**config.mk**
```make
export PLATFORM = sky130hd
export DESIGN_NAME = sumador_8bit
export DESIGN_NICKNAME = d
export VERILOG_FILES = /design/src/rtl/sumador_8bit.sv
export SDC_FILE = /design/constraint.sdc
export NUM_CORES = 1
export LEC_CHECK = 0
export CORE_MARGIN = 8
export CORE_UTILIZATION = 45
export CTS_CLUSTER_DIAMETER = 80
export DETAILED_ROUTE_END_ITERATION = 10
export GPL_TIMING_DRIVEN = 0
export PLACE_DENSITY = 0.91
export SKIP_LAST_GASP = 1
export SYNTH_ARGS = -nofsm -noshare
export SYNTH_HDL_FRONTEND = slang
export SYNTH_SLANG_ARGS = --single-unit
```
**constraint.sdc**
```tcl
create_clock -name clk -period 1.4 [get_ports clk]
set_input_delay 0.28 -clock clk [delete_from_list [all_inputs] [get_ports clk]]
set_output_delay 0.28 -clock clk [all_outputs]
set_load 0.02 [all_outputs]
```
**src/rtl/sumador_8bit.sv**
```systemverilog
// -----------------------------------------------------------------------------
// sumador_8bit
//
// Registered adder for the processor datapath. Both operands are sampled on
// every rising clock edge, and the sum and its flags are presented one cycle
// later from flops, so downstream logic never sees combinational glitches.
//
// Ports:
//   clk        rising-edge clock, the only clock
//   rst_n      asynchronous, active-low reset; clears every output at once
//   inA, inB   operands (unsigned or two's complement)
//   sum        (inA + inB) mod 2^WIDTH
//   sum_sat    unsigned saturating sum, min(inA + inB, 2^WIDTH - 1)
//   cout       unsigned carry-out (top bit of the WIDTH+1 bit sum)
//   ovf        signed overflow: operand signs equal, result sign differs
//   zero       1 when the wrapped sum is 0 (forced to 0 during reset)
//   neg        sign bit of the wrapped sum
//   out_valid  1 once the outputs hold a result computed from sampled inputs
//
// Handshake: there is none on the input side. A new result is produced on
// every edge. out_valid is a plain status bit, not a valid/ready handshake:
// it rises on the first edge after reset release and stays high until the
// next reset.
// -----------------------------------------------------------------------------
module sumador_8bit #(
  parameter int WIDTH = 8
) (
  input  logic             clk,
  input  logic             rst_n,
  input  logic [WIDTH-1:0] inA,
  input  logic [WIDTH-1:0] inB,
  output logic [WIDTH-1:0] sum,
  output logic [WIDTH-1:0] sum_sat,
  output logic             cout,
  output logic             ovf,
  output logic             zero,
  output logic             neg,
  output logic             out_valid
);

  // Combinational stage: zero-extended add, carry-in fixed at 0.
  logic [WIDTH:0]   w_full;
  logic [WIDTH-1:0] w_wrap;
  logic             w_ovf;

  assign w_full = {1'b0, inA} + {1'b0, inB};
  assign w_wrap = w_full[WIDTH-1:0];

  // Signed overflow can only happen when both operands share a sign and the
  // wrapped result comes out with the other sign.
  assign w_ovf = (inA[WIDTH-1] == inB[WIDTH-1]) &&
                 (w_wrap[WIDTH-1] != inA[WIDTH-1]);

  // Register stage.
  logic [WIDTH-1:0] r_sum;
  logic [WIDTH-1:0] r_sum_sat;
  logic             r_cout;
  logic             r_ovf;
  logic             r_zero;
  logic             r_neg;
  logic             r_out_valid;

  always_ff @(posedge clk or negedge rst_n) begin
    if (!rst_n) begin
      r_sum       <= '0;
      r_sum_sat   <= '0;
      r_cout      <= 1'b0;
      r_ovf       <= 1'b0;
      // zero reads 0 during reset even though the sum is 0.
      r_zero      <= 1'b0;
      r_neg       <= 1'b0;
      r_out_valid <= 1'b0;
    end else begin
      r_sum       <= w_wrap;
      r_sum_sat   <= w_full[WIDTH] ? {WIDTH{1'b1}} : w_wrap;
      r_cout      <= w_full[WIDTH];
      r_ovf       <= w_ovf;
      // Taken from the wrapped sum, so a carry-out with all-zero low bits
      // still reports zero.
      r_zero      <= (w_wrap == '0);
      r_neg       <= w_wrap[WIDTH-1];
      r_out_valid <= 1'b1;
    end
  end

  assign sum       = r_sum;
  assign sum_sat   = r_sum_sat;
  assign cout      = r_cout;
  assign ovf       = r_ovf;
  assign zero      = r_zero;
  assign neg       = r_neg;
  assign out_valid = r_out_valid;

endmodule

```
* Word level (Yosys, flattened, before mapping)
Index checks and enable logic that the tools add are counted.
** Word-level totals
- Bits in registers :: 21
- Latch bits :: 0
- RAM bits :: 0
- ROM bits :: 0
- Input bits :: 18
- Output and inout bits :: 21
- Logic and storage cells :: 13
- Memories kept :: 0
** Cells by class
- Add/sub/neg operators :: 1
- Multipliers :: 0
- Divide/modulo/power cells :: 0
- Magnitude comparators :: 0
- Eq/ne operators :: 2
- Shift operators :: 0
- Muxes and demuxes :: 1
- Bitwise operators :: 0
- Reductions and logical operators :: 2
** Operator list (number)
- $add 8x8->9 :: 1
- $logic_not 8->1 :: 1
- $mux 8 :: 1
- $eq 1x1->1 :: 1
- $logic_and 1x1->1 :: 1
- $ne 1x1->1 :: 1

* Logic depth before layout (Yosys ltp)
Gate-level depths: netlist of run 1.
- Word-level depth :: 3
- Gate-level depth with buffers :: 7
- Gate-level depth less buffers :: 7

* Least setup slack after synthesis of run 1
OpenSTA, ideal clock, no wires.
- Path kind :: input port to flip-flop
- From :: in inA[0]
- To :: reg r_sum_sat[7] (netlist: sum_sat[7])
- Library setup time :: 132 ps
- Arrival :: 1795 ps
- Required time :: 1268 ps
- Setup slack :: -526 ps
- Cell stages on the path :: 7
- Buffers on the path :: 0
- Path through :: ha_1 fa_1 a21o_1 a221oi_2 o21bai_2 a21oi_4 nand3_2
** Between the ends
- Word-level cells in the longest chain between the ends :: 2
** RTL lines
- start, declared :: RTL line 30 : input logic [WIDTH-1:0] inA,
- $add 8x8->9 :: RTL line 46 : assign w_full = {1'b0, inA} + {1'b0, inB};
- $mux 8 :: RTL line 75 : r_sum_sat <= w_full[WIDTH] ? {WIDTH{1'b1}} : w_wrap;
- end signal, assigned :: RTL line 75
- end, declared :: RTL line 56 : logic [WIDTH-1:0] r_sum_sat;
Every way passes these cells.

* Worst setup path after layout of run 1
- From :: in inB[0]
- To :: reg r_sum_sat[6] (netlist: sum_sat[6])
** Between the ends
- Word-level cells in the longest chain between the ends :: 2
** RTL lines
- start, declared :: RTL line 31 : input logic [WIDTH-1:0] inB,
- $add 8x8->9 :: RTL line 46
- $mux 8 :: RTL line 75
Every way passes these cells.

==> key figures, run 1 <==
Outcome
  • Status: finished, violations left
  • Violated checks: setup timing

Timing
  • Max Freq: 0.602 GHz
  • Worst Slack Setup Final: -0.260 ns
  • Hold WS: 0.213 ns
  • Tmin final: 1.66 ns
  • Worst Max-Slew Pin Slew: 0.819 ns
  • # setup viols final: 13
  • Final worst-path cycle share: 1.19
  • Setup TNS: -2.61 ns
  • RSZ-0062 raised after global routing: yes
  • Final count of hold timing violations: 0
  • Final Max Tran Viols: 0
  • Slew headroom: 0.452

Clocking
  • H-tree lvl count: 1
  • CTS tree: yes
  • Clock slew at reported path FFs: 0.10 ns
  • CTS Root Cell: clkbuf_4
  • CTS Buffer Depth: 2
  • CTS Buf Count: 3
  • CTS Sinks: 20

Power and ir drop
  • P_leak: 0.780 nW
  • Pwr per Cell Area: 1010 nW/um^2
  • Combinational power share: 0.432
  • Switch share: 0.344
  • Peak supply drop: 0.582 mV
  • Tot Pwr: 1.66 mW
  • Sequential power share: 0.412
  • Switch Pwr: 0.570 mW
  • Clk network pwr share: 0.155
  • Internal Power: 1.09 mW

Cells and area
  • Post-layout util: 0.773
  • Non-filler cells, final: 169
  • Fin nets: 170
  • Layout cells sized above 1: 0.383
  • Final instance area: 1640 um^2
  • Syn-to-layout area delta: 68.7%
  • # diodes: 0

Synth
  • Number of synthesis warnings: 0
  • Ys flop type: dfrtp_1
  • Synth Net Count: 112
  • Share of the synthesized area in the top cell type: 0.513
  • Post-Syn Area: 975 um^2
  • Unique masters post-synth: 29
  • Top cells by count, synth: 20 x dfrtp_1, 9 x inv_1, 8 x ha_1, 7 x nand2_1, 5 x a21oi_1
  • Area leader, netlist: dfrtp_1
  • EDFF count, synth: 0
  • Ys async rst share: 1.00
  • Register bit total from synthesis: 20
  • Top cells by area, synth: dfrtp_1 51%, ha_1 10%, inv_1 3.5%, a21o_1 3.1%, a221oi_2 3.1%
  • Mean Syn Cell Area: 11.5 um^2
  • Count leader, synth: dfrtp_1
  • Sequential fraction of the synthesis area: 0.513
  • Synthesized instance count: 85

Die
  • Rows: 17
  • IO Count: 39
  • Core area: 2130 um^2
  • DIE AREA: 3910 um^2
  • Starting density of the core: 0.458
  • Die height: 62.5 um
  • Die W: 62.5 um

Routing
  • Drt wl/cell: 15.6 um
  • Via count: 859
  • DR iter-0 viols: 22
  • DRC errors left: 0
  • Routed vias/inst: 5.08
  • Final WL: 2.64 mm
  • DR pass1 iterations: 4
  • Antenna-violating nets left: 0

Worst setup path
  • Slowest cell on the critical path: fa_2
  • Required time of the critical path: 1.59 ns
  • Crit-path max FO: 2
  • Critical Path Sink Type: register
  • Top Family by Delay on Critical Path: compound AO/OA/AOI/OAI gates
  • CP max stage delay: 0.33 ns
  • Crit-path most repeated cell: buf_4
  • Startpoint class of the critical path: input pin
  • Crit-path cells: buf_6, ha_4, fa_2, a21o_1, a221oi_4, buf_4, xnor2_2, buf_4, nand2_2
  • Critical setup path kind: input pin to register
  • Worst EP arrival: 1.85 ns
  • Worst path bufs/invs: 3

Placement
  • Instance area at placement: 1430 um^2
  • GPL Wtd Cong: 0.832
  • Buffers added on ports: 38
  • Setup WS pre-CTS: -1.06 ns
  • DP Wirelength: 1.74 mm
  • Placed cell count: 151

Min path
  • Min-Delay Path Class: input pin to register

GRT
  • Overall global routing resource usage: 0.135
  • Vias in the first global route: 874
  • Initial antenna violation count: 0
  • Largest net degree at the start of global routing: 21
  • First-pass GRT wire length: 4.24 mm
  • Gr ovfl total: 0

Flow run
  • MaxCap Viol Count: 0
==> layout by cell type, fill, tap and decap left out, types with 2 or more instances in the layout <==
cell              n
a21oi_2           2
nand2_1           6
dlymetal6s2s_1    2
nand2b_1          2
a21o_1            3
clkdlybuf4s50_1   2
clkbuf_4          3
a21oi_1           4
inv_1             7
dlygate4sd2_1    23
inv_2             2
dfrtp_1          20
buf_4            15
ha_4              7
clkbuf_2          4
and3_4            2
buf_6             2
xor2_1            3
nor3_2            2
nor3_1            3
clkdlybuf4s15_1   3
==> registers in the layout (all words and copies together), names as in the netlist <==
name,flops
cout,1
neg,1
out_valid,1
ovf,1
sum,7
sum_sat,8
zero,1
==> power groups by stage <==
stage / Combinational (mW) / Clock (mW) / Sequential [mW]
2_1_floorplan: 0.227 / 0 / 0.817
3_3_place_gp: 0.629 / 0 / 0.697
3_5_place_dp: 0.646 / 0 / 0.702
4_1_cts: 0.670 / 0.258 / 0.685
5_1_grt: 0.769 / 0.286 / 0.695
6_report: 0.716 / 0.257 / 0.683
==> final timing paths <==
check / end / cells past startpoint / slack (ns) / start
min in group asynchronous: sum_sat[3] / 1 / 0.45 / rst_n
max in group asynchronous: sum[1] / 1 / 0.45 / rst_n
max: sum_sat[6] / 9 / -0.26 / inB[0]
min: sum[0] / 2 / 0.21 / inA[0]
==> what timing repair did <==
| action | in CTS | in global routing |
|---|---|---|
| buffers inserted | 9 | 5 |
| endpoints found under the setup margin | 37 | 15 |
| pin swaps | 15 | 13 |
| resized for setup | 61 | 20 |
| cloned | 1 | 0 |
| endpoints found under the hold margin | 0 | 0 |
| hold buffers | 0 | 0 |
==> metal layers <==
metal | part of all wire | vias to the layer above | track usage
li1 | - | 408 | -
met1 | 0.42 | 416 | 0.145
met2 | 0.50 | 31 | 0.208
met3 | 0.047 | 4 | 0.0394
met4 | 0.031 | 0 | 0.123
met5 | 0 | - | 0
==> area by class of cell <==
| class | count | area [um^2] |
|---|---|---|
| Multi-Input combinational cell | 56 | 604 |
| Sequential cell | 20 | 500 |
| Fill cell | 136 | 483 |
| Timing Repair Buffer | 52 | 440 |
| Tap cell | 28 | 35.0 |
| Inverter | 9 | 33.8 |
| Clock buffer | 3 | 22.5 |
| Buffer | 1 | 7.51 |
==> cells by family after synthesis <==
logic type | Yosys count | synth area share
buffers and inverters | 10 | 0.0424
other | 1 | 0.00385
DFF | 20 | 0.513
xor gates and xnor gates | 4 | 0.0360
muxes | 1 | 0.0103
adders and majority gates | 9 | 0.123
and+or+nand+nor | 22 | 0.119
AOI/OAI and AO/OA | 18 | 0.151
No activity file was read; power rests on OpenSTA's default activity.
==> inputs of run 2 (changes only) <==
--- a/config.mk
+++ b/config.mk
@@ -5,12 +5,16 @@
 export SDC_FILE = /design/constraint.sdc
 export NUM_CORES = 1
 export LEC_CHECK = 0
+export CELL_PAD_IN_SITES_DETAIL_PLACEMENT = 0
+export CELL_PAD_IN_SITES_GLOBAL_PLACEMENT = 1
 export CORE_MARGIN = 8
 export CORE_UTILIZATION = 45
 export CTS_CLUSTER_DIAMETER = 80
 export DETAILED_ROUTE_END_ITERATION = 10
+export DONT_BUFFER_PORTS = 1
 export GPL_TIMING_DRIVEN = 0
-export PLACE_DENSITY = 0.91
+export PLACE_DENSITY = 0.83
+export SETUP_SLACK_MARGIN = 0.05
 export SKIP_LAST_GASP = 1
 export SYNTH_ARGS = -nofsm -noshare
 export SYNTH_HDL_FRONTEND = slang
==> run 2 against run 1 <==
The run still ends with setup timing left. Largest power group is now sequential cells. Fmax increased by 6.7%. Count of clock-buffer cells in the layout unchanged. Total power fell by 15%. Clock power down 5%. Routed wire length fell by 20%. Largest cell class unchanged. Flip-flop and latch count did not move. Via count shrank 23%. Die area did not move. Critical path depth down 2.
==> key figures, run 2 (synthesis gave the netlist of run 1 again) <==
Worst setup path
  • CP max stage delay: 0.34 ns (about the same)
  • Critical Path Sink Type: register
  • Critical path depth: 7 (-2)
  • Crit path from: inB[0]
  • Critical setup path kind: input pin to register
  • Worst EP arrival: 1.73 ns (-0.12 ns)
  • Top Family by Delay on Critical Path: compound AO/OA/AOI/OAI gates
  • Crit-path cells: ha_4, fa_2, a21o_1, a221oi_2, o21bai_2, a21oi_4, nand2_1
  • Startpoint class of the critical path: input pin
  • Critical Path End: sum_sat[6]
  • Crit-path max FO: 5 (+3)
  • Slowest cell on the critical path: fa_2
  • Required time of the critical path: 1.57 ns (-0.02 ns)
  • Worst path bufs/invs: 0 (-3)

GRT
  • Vias in the first global route: 735 (-16%)
  • First-pass GRT wire length: 3.46 mm (-19%)
  • Gr ovfl total: 0 (unchanged)
  • Initial antenna violation count: 0 (unchanged)
  • Overall global routing resource usage: 0.107 (-0.0279)
  • Largest net degree at the start of global routing: 21 (unchanged)

Power and ir drop
  • Switch share: 0.348 (+0.00446)
  • Clk network pwr share: 0.172 (+0.017)
  • Internal Power: 0.919 mW (-15%)
  • P_leak: 0.549 nW (-30%)
  • Peak supply drop: 0.535 mV (-8.2%)
  • Pwr per Cell Area: 1200 nW/um^2 (+19%)
  • Switch Pwr: 0.491 mW (-14%)
  • Combinational power share: 0.248 (-0.184)
  • Sequential power share: 0.580 (+0.168)

Routing
  • Antenna-violating nets left: 0 (unchanged)
  • DR iter-0 viols: 27 (+23%)
  • DR pass1 iterations: 4 (unchanged)
  • Routed vias/inst: 5.30 (+4.4%)
  • Drt wl/cell: 17.0 um (+8.8%)
  • Via count: 663 (-23%)
  • Final WL: 2.13 mm (-20%)
  • DRC errors left: 0 (unchanged)

Placement
  • Placed cell count: 113 (-25%)
  • Setup WS pre-CTS: -0.535 ns (+0.530 ns)
  • Buffers added on ports: 0 (-100%)
  • DP Wirelength: 1.57 mm (-9.8%)
  • GPL Wtd Cong: 0.798 (-4.1%)

Cells and area
  • Fill cell count: 182 (+34%)
  • Non-filler cells, final: 125 (-26%)
  • Syn-to-layout area delta: 20.4%
  • Layout cells sized above 1: 0.309 (-0.0737)
  • Most common cell after layout, fill and taps aside: dfrtp_1
  • Fin nets: 126 (-26%)
  • Max reg flops: 8 (unchanged)
  • Most frequent cells in the layout: 20 x dfrtp_1, 8 x inv_1, 8 x buf_4
  • Post-layout util: 0.552 (-0.221)
  • # diodes: 0 (unchanged)

Clocking
  • Clock slew at reported path FFs: 0.09 ns (about the same)
  • CTS Buf Count: 3 (unchanged)
  • H-tree lvl count: 1 (unchanged)
  • CTS tree: yes
  • CTS Buffer Depth: 2 (unchanged)
  • CTS Root Cell: clkbuf_4
  • CTS Sinks: 20 (unchanged)

Die
  • Die W: 62.5 um (unchanged)
  • Core area: 2130 um^2 (unchanged)
  • Die height: 62.5 um (unchanged)
  • DIE AREA: 3910 um^2 (unchanged)
  • Starting density of the core: 0.458 (unchanged)
  • Rows: 17 (unchanged)
  • IO Count: 39 (unchanged)

Timing
  • Final Max Tran Viols: 0 (unchanged)
  • # setup viols final: 11 (-2)
  • Final count of hold timing violations: 0 (unchanged)
  • Worst Max-Slew Pin Slew: 0.822 ns (+0.00315 ns)
  • Tmin final: 1.56 ns (-0.104 ns)
  • RSZ-0062 raised after global routing: yes
  • Final worst-path cycle share: 1.11 (-0.0742)
  • Max Freq: 0.643 GHz (+6.7%)
  • Worst Slack Setup Final: -0.156 ns (+0.104 ns)
  • Slew headroom: 0.450 (-0.00220)

Min path
  • Min-Delay Path Class: input pin to register

Flow run
  • MaxCap Viol Count: 0 (unchanged)

Outcome
  • Status: finished, violations left
  • Violated checks: setup timing
run 2: changes by cell type in the layout (fill, tap and decap cells not counted), sizes merged:
cell,before,now
clkbuf,7,3
dlymetal6s2s,2,0
clkdlybuf4s50,2,0
clkdlybuf4s15,4,0
dlygate4sd3,0,1
dlygate4sd2,23,0
buf,18,8
run 2: worst min path at each step:
stage | slack, ns | from | cells past startpoint | to
after global routing | 0.13 | inA[0] | 1 | sum[0]
after CTS | 0.14 | inA[0] | 1 | sum[0]
after floorplan | -0.02 | rst_n | 0 | cout
after global placement | -0.02 | rst_n | 0 | sum[1]
after detailed placement | -0.01 | rst_n | 0 | sum_sat[1]
final | 0.14 | inA[0] | 1 | sum[0]
run 2: per-layer routing:
layer  part of all wire  GRT usage  vias up  wire length (um)
met5                  0          0        -                 0
met4              0.025     0.0598        0                54
met3              0.078     0.0305        6               166
met2               0.50      0.181       37              1070
met1               0.39      0.116      303               836
li1                   -          -      317                 -
run 2: what timing repair did:
action | CTS | global route
gates cloned | 1 | 0
resized for setup | 1 | 6
endpoints found under the hold margin | 20 | 0
setup endpoints to repair | 11 | 14
setup buffers | 4 | 3
hold buffers | 1 | 0
pin swaps | 11 | 9
run 2: metrics by stage:
stage               cell area [um^2]  power [mW]  TNS, ns  hold WS, ns
finish                          1170        1.41    -1.46        0.142
CTS                             1130        1.40    -1.37        0.138
global route                    1170        1.50    -2.21        0.134
global placement                1050        1.09    -5.96      -0.0151
floorplan                       1010        1.04    -4.15      -0.0156
detailed placement              1050        1.11    -6.08      -0.0149
run 2: final cells by class:
type / instances / area, um^2 / share of cell area
plain buffers: 1 / 7.51 / 0.00640
well taps: 28 / 35.0 / 0.0299
repair buffers: 8 / 62.6 / 0.0533
flip-flops and latches: 20 / 500 / 0.426
inverters: 9 / 33.8 / 0.0288
multi-input cells: 56 / 512 / 0.436
clock buffers: 3 / 22.5 / 0.0192
run 2: power groups by stage:
stage | clock network [mW] | logic (mW) | registers, mW
after detailed placement | 0 | 0.275 | 0.837
after CTS | 0.254 | 0.320 | 0.824
after global routing | 0.276 | 0.391 | 0.831
after global placement | 0 | 0.262 | 0.832
after floorplan | 0 | 0.227 | 0.817
final | 0.243 | 0.349 | 0.818
==> inputs of run 3 (changes only) <==
--- a/config.mk
+++ b/config.mk
@@ -13,9 +13,11 @@
 export DETAILED_ROUTE_END_ITERATION = 10
 export DONT_BUFFER_PORTS = 1
 export GPL_TIMING_DRIVEN = 0
+export HOLD_SLACK_MARGIN = 0.02
 export PLACE_DENSITY = 0.83
 export SETUP_SLACK_MARGIN = 0.05
 export SKIP_LAST_GASP = 1
 export SYNTH_ARGS = -nofsm -noshare
 export SYNTH_HDL_FRONTEND = slang
 export SYNTH_SLANG_ARGS = --single-unit
+export TNS_END_PERCENT = 1
==> run 3 against run 2 <==
The flow still finishes with violations (setup timing). Cell count down 3.2%. Flip-flop and latch count is the same. Core utilization is 3.4 points lower. Die area unchanged. Critical path depth is the same. Combinational power shrank 15%. Final area fell by 6.1%. Routed wire length decreased by 5.9%. Via count shrank 4.1%. Sequential share of layout area up 2.8 points. Critical path type unchanged. Largest cell class is now registers. Largest power group unchanged. Highest routed layer unchanged.
==> key figures, run 3 (synthesis gave the netlist of run 1 again) <==
Timing
  • RSZ-0062 raised after global routing: yes
  • Final worst-path cycle share: 1.11 (-0.00328)
  • Final count of hold timing violations: 0 (unchanged)
  • Worst Max-Slew Pin Slew: 0.859 ns (+0.0365 ns)
  • Worst Slack Setup Final: -0.151 ns (+0.00459 ns)
  • Tmin final: 1.55 ns (-0.00459 ns)
  • Setup TNS: -1.42 ns (+0.0386 ns)
  • Slew headroom: 0.425 (-0.0244)
  • Final Max Tran Viols: 0 (unchanged)
  • # setup viols final: 12 (+1)
  • Max Freq: 0.645 GHz (+0.30%)

Min path
  • Hold Path Origin: inA[0]
  • Min-Delay Path Class: input pin to register
  • WHS Endpoint: sum[0]
  • Hold path cells: 1 (unchanged)

Worst setup path
  • Required time of the critical path: 1.57 ns (about the same)
  • Critical setup path kind: input pin to register
  • Crit-path cells: ha_4, fa_2, a21o_1, a221oi_2, o21bai_2, a21oi_4, nand2_1
  • Worst path bufs/invs: 0 (unchanged)
  • Slowest cell on the critical path: fa_2
  • Startpoint class of the critical path: input pin
  • Top Family by Delay on Critical Path: compound AO/OA/AOI/OAI gates
  • CP max stage delay: 0.34 ns (about the same)
  • Crit-path max FO: 5 (unchanged)
  • Worst EP arrival: 1.72 ns (about the same)
  • Critical Path Sink Type: register

Routing
  • Antenna-violating nets left: 0 (unchanged)
  • Final WL: 2.00 mm (-5.9%)
  • Drt wl/cell: 16.5 um (-2.8%)
  • Via count: 636 (-4.1%)
  • DR pass1 iterations: 4 (unchanged)
  • Routed vias/inst: 5.26 (-0.90%)
  • DR iter-0 viols: 13 (-52%)
  • DRC errors left: 0 (unchanged)

Placement
  • DP Wirelength: 1.56 mm (-0.36%)
  • Buffers added on ports: 0 (unchanged)
  • GPL Wtd Cong: 0.810 (+1.5%)
  • Placed cell count: 113 (unchanged)

Cells and area
  • Most common cell after layout, fill and taps aside: dfrtp_1
  • Syn-to-layout area delta: 13.1%
  • Non-filler cells, final: 121 (-3.2%)
  • Post-layout util: 0.518 (-0.0335)
  • Fill cell count: 200 (+9.9%)
  • Layout cells sized above 1: 0.204 (-0.105)
  • # diodes: 0 (unchanged)
  • Fin nets: 121 (-4.0%)
  • Max reg flops: 8 (unchanged)
  • Most frequent cells in the layout: 20 x dfrtp_1, 8 x inv_1, 7 x nand2_1, 7 x ha_1, 5 x a21oi_1

Die
  • Starting density of the core: 0.458 (unchanged)
  • IO Count: 39 (unchanged)
  • Die W: 62.5 um (unchanged)
  • Core area: 2130 um^2 (unchanged)
  • Die height: 62.5 um (unchanged)
  • DIE AREA: 3910 um^2 (unchanged)
  • Rows: 17 (unchanged)

Flow run
  • MaxCap Viol Count: 0 (unchanged)

GRT
  • M2 GR Usage: 0.166 (-0.0155)
  • Overall global routing resource usage: 0.101 (-0.00528)
  • GR peak layer: met2
  • First-pass GRT wire length: 3.32 mm (-4.0%)
  • Initial antenna violation count: 0 (unchanged)
  • Met3 Use GR: 0.0251 (-0.00538)
  • GRT met1 Usage: 0.118 (+0.00188)
  • Gr ovfl total: 0 (unchanged)
  • Vias in the first global route: 710 (-3.4%)
  • Largest net degree at the start of global routing: 21 (unchanged)

Clocking
  • CTS tree: yes
  • CTS Buffer Depth: 2 (unchanged)
  • CTS Sinks: 20 (unchanged)
  • CTS Root Cell: clkbuf_4
  • CTS Buf Count: 3 (unchanged)
  • Clock slew at reported path FFs: 0.10 ns (about the same)
  • H-tree lvl count: 1 (unchanged)

Power and ir drop
  • P_leak: 0.534 nW (-2.7%)
  • Peak supply drop: 0.570 mV (+6.6%)
  • Pwr per Cell Area: 1300 nW/um^2 (+7.9%)

Outcome
  • Violated checks: setup timing
  • Status: finished, violations left
[run 3: changes by cell type in the layout (fill, tap and decap cells not counted), sizes merged]
cell	change
buf	-5
clkbuf	+1
[run 3: where the power goes]
part | leakage, nW | internal (mW) | switching [mW]
registers | 0.228 | 0.665 | 0.152
clock network | 0.0210 | 0.158 | 0.157
logic | 0.286 | 0.123 | 0.175
[run 3: layout make-up]
| cell class | instances | area (um^2) | share of cell area |
|---|---|---|---|
| sequential | 20 | 500 | 0.454 |
| multi-input combinational | 56 | 464 | 0.421 |
| clock buffer | 4 | 36.3 | 0.0329 |
| tap | 28 | 35.0 | 0.0318 |
| inverter | 9 | 33.8 | 0.0306 |
| timing repair buffer | 3 | 25.0 | 0.0227 |
| buffer | 1 | 7.51 | 0.00681 |
[run 3: how the worst max path moves through the flow]
stage	from	slack [ns]	endpoint	cells past startpoint
after floorplan	inA[0]	-0.39	sum_sat[7]	7
after detailed placement	inA[0]	-0.56	sum_sat[4]	7
after global routing	inB[0]	-0.22	sum_sat[3]	7
final	inB[0]	-0.15	sum_sat[4]	7
after CTS	inB[0]	-0.18	sum_sat[4]	7
after global placement	inA[0]	-0.54	sum_sat[7]	7
[run 3: repair_timing]
item,4_1_cts,5_1_grt
hold buffers,1,0
pin swaps,6,4
hold endpoints to repair,20,0
buffers inserted,2,0
gates resized for setup,2,1
cloned,1,0
endpoints found under the setup margin,13,14
[run 3: stage by stage]
step	cell area, um^2	setup slack (ns)	power [mW]	hold slack (ns)
after floorplan	990	-0.387	1.03	-0.0156
after global placement	1020	-0.541	1.08	-0.0151
after detailed placement	1020	-0.562	1.10	-0.0149
after CTS	1100	-0.181	1.45	0.124
after global routing	1100	-0.223	1.51	0.115
final	1100	-0.151	1.43	0.137
[run 3: metal layers]
| metal | routed length, um | up-vias | share of wire |
|---|---|---|---|
| met5 | 0 | - | 0 |
| li1 | - | 310 | - |
| met4 | 48 | 0 | 0.024 |
| met3 | 117 | 4 | 0.058 |
| met1 | 880 | 294 | 0.44 |
| met2 | 955 | 28 | 0.48 |
